### src/rtl/imm_extend_unit.sv
// Immediate-extension stage: extends an IMM_WIDTH immediate to DATA_WIDTH by mode,
// then buffers the result behind a valid/ready handshake with a two-entry skid buffer.
module imm_extend_unit #(
  parameter int DATA_WIDTH = 32,
  parameter int IMM_WIDTH  = 16
) (
  input  logic                  clk,
  input  logic                  rst,
  input  logic                  in_valid,
  output logic                  in_ready,
  input  logic [IMM_WIDTH-1:0]  imm,
  input  logic [1:0]            mode,
  output logic                  out_valid,
  input  logic                  out_ready,
  output logic [DATA_WIDTH-1:0] out,
  output logic [1:0]            out_mode,
  output logic [1:0]            state_dbg
);

  // Handshake: a transfer happens on a rising edge where valid && ready are both 1;
  // in_ready depends only on internal state, and out/out_mode hold while out_valid && !out_ready.

  localparam int EXT = DATA_WIDTH - IMM_WIDTH;

  typedef enum logic [1:0] {
    ST_EMPTY = 2'b00,
    ST_BUSY  = 2'b01,
    ST_FULL  = 2'b10
  } state_t;

  state_t state_q, state_d;

  logic [DATA_WIDTH-1:0] sext_val;
  logic [DATA_WIDTH-1:0] zext_val;
  logic [DATA_WIDTH-1:0] upper_val;
  logic [DATA_WIDTH-1:0] branch_val;
  logic [DATA_WIDTH-1:0] ext_val;

  logic [DATA_WIDTH-1:0] main_data_q, main_data_d;
  logic [1:0]            main_mode_q, main_mode_d;
  logic [DATA_WIDTH-1:0] skid_data_q, skid_data_d;
  logic [1:0]            skid_mode_q, skid_mode_d;

  logic accept;

  // With equal widths every non-branch mode is a plain copy; a zero-width
  // replication is not legal, so that case gets its own branch.
  generate
    if (EXT == 0) begin : g_no_ext
      assign sext_val  = imm;
      assign zext_val  = imm;
      assign upper_val = imm;
    end else begin : g_ext
      assign sext_val  = {{EXT{imm[IMM_WIDTH-1]}}, imm};
      assign zext_val  = {{EXT{1'b0}}, imm};
      assign upper_val = {imm, {EXT{1'b0}}};
    end
  endgenerate

  assign branch_val = sext_val << 2;

  always_comb begin
    ext_val = sext_val;
    case (mode)
      2'b00:   ext_val = sext_val;
      2'b01:   ext_val = zext_val;
      2'b10:   ext_val = upper_val;
      default: ext_val = branch_val;
    endcase
  end

  assign in_ready  = (state_q != ST_FULL);
  assign out_valid = (state_q != ST_EMPTY);
  assign accept    = in_valid && in_ready;
  assign out       = main_data_q;
  assign out_mode  = main_mode_q;
  assign state_dbg = state_q;

  always_ff @(posedge clk or posedge rst) begin
    if (rst) begin
      state_q     <= ST_EMPTY;
      main_data_q <= '0;
      main_mode_q <= 2'b00;
      skid_data_q <= '0;
      skid_mode_q <= 2'b00;
    end else begin
      state_q     <= state_d;
      main_data_q <= main_data_d;
      main_mode_q <= main_mode_d;
      skid_data_q <= skid_data_d;
      skid_mode_q <= skid_mode_d;
    end
  end

  always_comb begin
    state_d     = state_q;
    main_data_d = main_data_q;
    main_mode_d = main_mode_q;
    skid_data_d = skid_data_q;
    skid_mode_d = skid_mode_q;
    case (state_q)
      ST_EMPTY: begin
        if (accept) begin
          main_data_d = ext_val;
          main_mode_d = mode;
          state_d     = ST_BUSY;
        end
      end
      ST_BUSY: begin
        if (accept && !out_ready) begin
          skid_data_d = ext_val;
          skid_mode_d = mode;
          state_d     = ST_FULL;
        end else if (accept && out_ready) begin
          main_data_d = ext_val;
          main_mode_d = mode;
        end else if (out_ready) begin
          state_d = ST_EMPTY;
        end
      end
      ST_FULL: begin
        // in_ready is low here, so no new result can arrive on the same edge.
        if (out_ready) begin
          main_data_d = skid_data_q;
          main_mode_d = skid_mode_q;
          state_d     = ST_BUSY;
        end
      end
      default: state_d = ST_EMPTY;
    endcase
  end

endmodule
### config.mk
export PLATFORM = sky130hd
export DESIGN_NAME = imm_extend_unit
export DESIGN_NICKNAME = d
export VERILOG_FILES = /design/src/rtl/imm_extend_unit.sv
export SDC_FILE = /design/constraint.sdc
export NUM_CORES = 1
export LEC_CHECK = 0
export BUFFER_PORTS_ARGS = -buffer_cell sky130_fd_sc_hd__buf_2
export CORE_MARGIN = 3
export CORE_UTILIZATION = 40
export CTS_BUF_LIST = sky130_fd_sc_hd__clkbuf_8
export CTS_CLUSTER_SIZE = 28
export DETAILED_ROUTE_END_ITERATION = 8
export SLEW_MARGIN = 20
export SYNTH_ARGS = -nofsm -noshare
export SYNTH_HDL_FRONTEND = slang
export SYNTH_SLANG_ARGS = --single-unit
### constraint.sdc
create_clock -name clk -period 2.8 [get_ports clk]
set_clock_uncertainty 0.1 [all_clocks]
set_input_delay 0.28 -clock clk [delete_from_list [all_inputs] [get_ports clk]]
set_output_delay 0.28 -clock clk [all_outputs]
set_load 0.02 [all_outputs]
==> summary.md <==
| Metric | Value |
|---|---|
| Vias in the first global route | `around 3300` |
| Dominant cell type by area after synthesis | `dfrtp_1` |
| Pin count of the biggest net entering global routing | `42` |
| CP required | `~2.4 ns` |
| Synth cell count leaders | `dfrtp_1 (70), nand2_1 (44), a21oi_1 (38)` |
| Largest cells by area after synthesis | `dfrtp_1 (46%), a211oi_1 (6.1%), a21oi_1 (5.0%)` |
| Post-synthesis instance area | `approximately 0.0038 mm^2` |
| #FFs+latches synth | `70` |
| Number of synthesized flops with an enable pin | `0` |
| Worst setup SP type | `register` |
| P&R area growth vs syn | `17.38%` |
| Min cycle time layout | `between 2 and 2.5 ns` |
| Synth unique cells | `35` |
| Final setup violation count | `0` |
| Mapped Avg Cell Area | `~9.5 um^2` |
| Initial antenna violation count | `0` |
| RSZ-0062 raised after global routing | `false` |
| CP Max Fanout | `18` |
| Clk buf depth | `2` |
| DRT iter0 DRCs | `~280` |
| CTS tree | `built` |
| Post-synth ARST share | `1.000` |
| Routability Congestion | `~0.77` |
| Final period util | `0.8183` |
| ANT nets after route | `0` |
| CP peak stage delay | `around 0.73 ns` |
| Sequential area share after synthesis | `0.4617` |
| Relative slew slack | `0.3516` |
| Post-CTS sizing | `0` |
| Highest routed layer | `met4` |
| Setup bufs post-CTS | `0` |
| Count leader, synth | `dfrtp_1` |
| CP top delay family | `flip-flops` |
| CP Class | `register to primary output` |
| Worst VDD drop | `292.3 uV` |
| # DRC | `0` |
| Slew @ Worst Pin | `~0.97 ns` |
| TritonCTS Sinks | `70` |
| FILL cells | `about 840` |
| Post-synth net total | `422` |
| Slew Limit Fails | `0` |
| PD cells | `slightly above 800 mW/mm^2` |
| Root Buffer | `clkbuf_8` |
| Final HPWL DP | `around 7500 um` |
| Share of cells above drive strength 1 | `0.2739` |
| Vias/cell | `5.901` |
| Worst Hold Class | `primary input to register` |
| Dominant synthesized flop cell | `dfrtp_1` |
| Met3 routed WL | `847 um` |
| Starting Density | `0.4226` |
| Placeable Area | `between 0.008 and 0.009 mm^2` |
| WL met1 | `roughly 5200 um` |
| Fmax | `roughly 0.44 GHz` |
| Clk slew on worst S/H paths | `roughly 0.080 ns` |
| Cell count after synthesis | `400` |
| Setup TNS | `0 ns` |
| Hold Fails Final Rpt | `0` |
| Yosys top cell area share | `0.4617` |
| Hold Worst Slack | `about 0.19 ns` |
| Die Area | `~0.011 mm^2` |
| H-tree depth | `3` |
| Routed wire length | `11240 um` |
| Yosys warning total | `0` |
| Buffers & Inverters on Critical Path | `3` |
| Ant. Diodes | `0` |
| Port bufs | `59` |
| Rows | `34` |
| Avg WL per Cell | `19.55 um` |
| IO Count | `60` |
| P_leak | `between 2 and 2.5 nW` |
| GRT overflow | `0` |
| Routed length on met2 | `around 5100 um` |
| Layout Cells excl Fill | `575` |
| Status | `finished, final reports clean` |
| Critical path arrival | `approximately 1.9 ns` |
| Fin area | `between 0.004 and 0.005 mm^2` |
| CTS Buf Count | `9` |
| Crit end category | `primary output` |
| Die Y | `103.4 um` |
| TritonRoute pass-1 iters | `4` |
| Max Cap Viol | `0` |
| Area after DPL | `around 0.0042 mm^2` |
| First-pass GRT wire length | `17910 um` |
| GRT Overall Usage | `0.2203` |
| Die W | `103.4 um` |
| Slowest-stage cell, CP | `dfrtp_1` |
| Nets@finish | `466` |
| Cell Chain, Critical Path | `buf_4, nor2b_2, inv_2, buf_2` |
| Clk Latency, worst-skew pair | `roughly 0.35 ns` |
| Vias | `3393` |
| Placed Cells | `about 560` |
[layer usage]
layer / up-vias / global-route usage
met1: 1667 / 0.3149
met4: 0 / 0.08068
li1: 1555 / -
met2: 160 / 0.3284
met3: 11 / 0.04762
met5: - / 0
[state kept, by name (all words and copies together), names as in the netlist]
signal,flops
out,32
out_mode,2
skid_data_q,32
skid_mode_q,2
state_dbg,2
[kinds of logic (layout without fill, tap and decap cells)]
logic type,count (synthesis),count (layout),synth area share
AOI/OAI and AO/OA,139,139,0.2477
xor gates and xnor gates,1,1,0.002309
buffers and inverters,50,99,0.05936
DFF,70,70,0.4617
muxes,13,13,0.04222
and+or+nand+nor,127,127,0.1867
[worst register-to-register path, stage by stage (launching register included)]
cell	delay, ns
dfrtp_1	0.61
and3b_1	0.65
buf_4	0.27
a21oi_2	0.05
buf_4	0.23
o2bb2ai_1	0.15
[final cells by class]
type	instances	area (um^2)	area share
Timing Repair Buffer	79	460.4	0.1034
Clock buffer	12	165.2	0.03709
Multi-Input combinational cell	280	1834	0.4119
Sequential cell	70	1752	0.3934
Tap cell	126	157.7	0.03540
Inverter	4	15.01	0.003372
Clock inverter	4	68.82	0.01545
[repair_timing]
action                                  CTS  global route
hold endpoints to repair                 31             0
hold buffers                              1             0
endpoints found under the setup margin    0             0
[layout by cell type, fill, tap and decap left out, drive strengths merged]
cell type / count
a31oi: 1
and3b: 1
a21oi: 39
inv: 5
nor2b: 17
xnor2: 1
nor4bb: 1
o2bb2ai: 15
mux2i: 4
dlygate4sd3: 1
clkinv: 1
nand4bb: 1
and3: 29
a211oi: 31
nand3: 3
nor3b: 3
clkbuf: 12
o31ai: 14
a221oi: 14
bufinv: 2
nand2: 44
nand2b: 2
o21ai: 18
mux2: 9
o211ai: 3
or2: 1
a21o: 1
buf: 78
or3b: 14
nor2: 11
dfrtp: 70
o21a: 3
[power breakdown]
| part | leakage (nW) | switching, W | internal (W) |
|---|---|---|---|
| registers | 0.852 | 0.000184 | 0.00134 |
| clock network | 0.124 | 0.000390 | 0.000571 |
| logic | 1.08 | 0.000716 | 0.000449 |
[path summary, 6_finish.rpt]
check / end / startpoint / slack (ns) / cells after the start
min in group asynchronous: out[17] / rst / 0.49 / 3
max in group asynchronous: out[14] / rst / 1.43 / 4
worst min register to register: skid_data_q[15] / skid_data_q[15] / 0.36 / 2
worst max-delay path: in_ready / state_dbg[1] / 0.51 / 4
worst min-delay path: skid_data_q[29] / imm[13] / 0.19 / 3
worst max register to register: out[26] / state_dbg[1] / 0.63 / 5
[per-stage QoR]
step	utilization	total power (W)	setup WS [ns]
3_3_place_gp	0.4689	0.002682	0.7091
2_1_floorplan	-	0.002303	0.6518
5_1_grt	0.4961	0.003871	0.4189
6_report	0.4961	0.003648	0.5087
4_1_cts	0.4961	0.003673	0.5118
3_5_place_dp	0.4689	0.002711	0.6586
No activity file was read; power rests on OpenSTA's default activity.
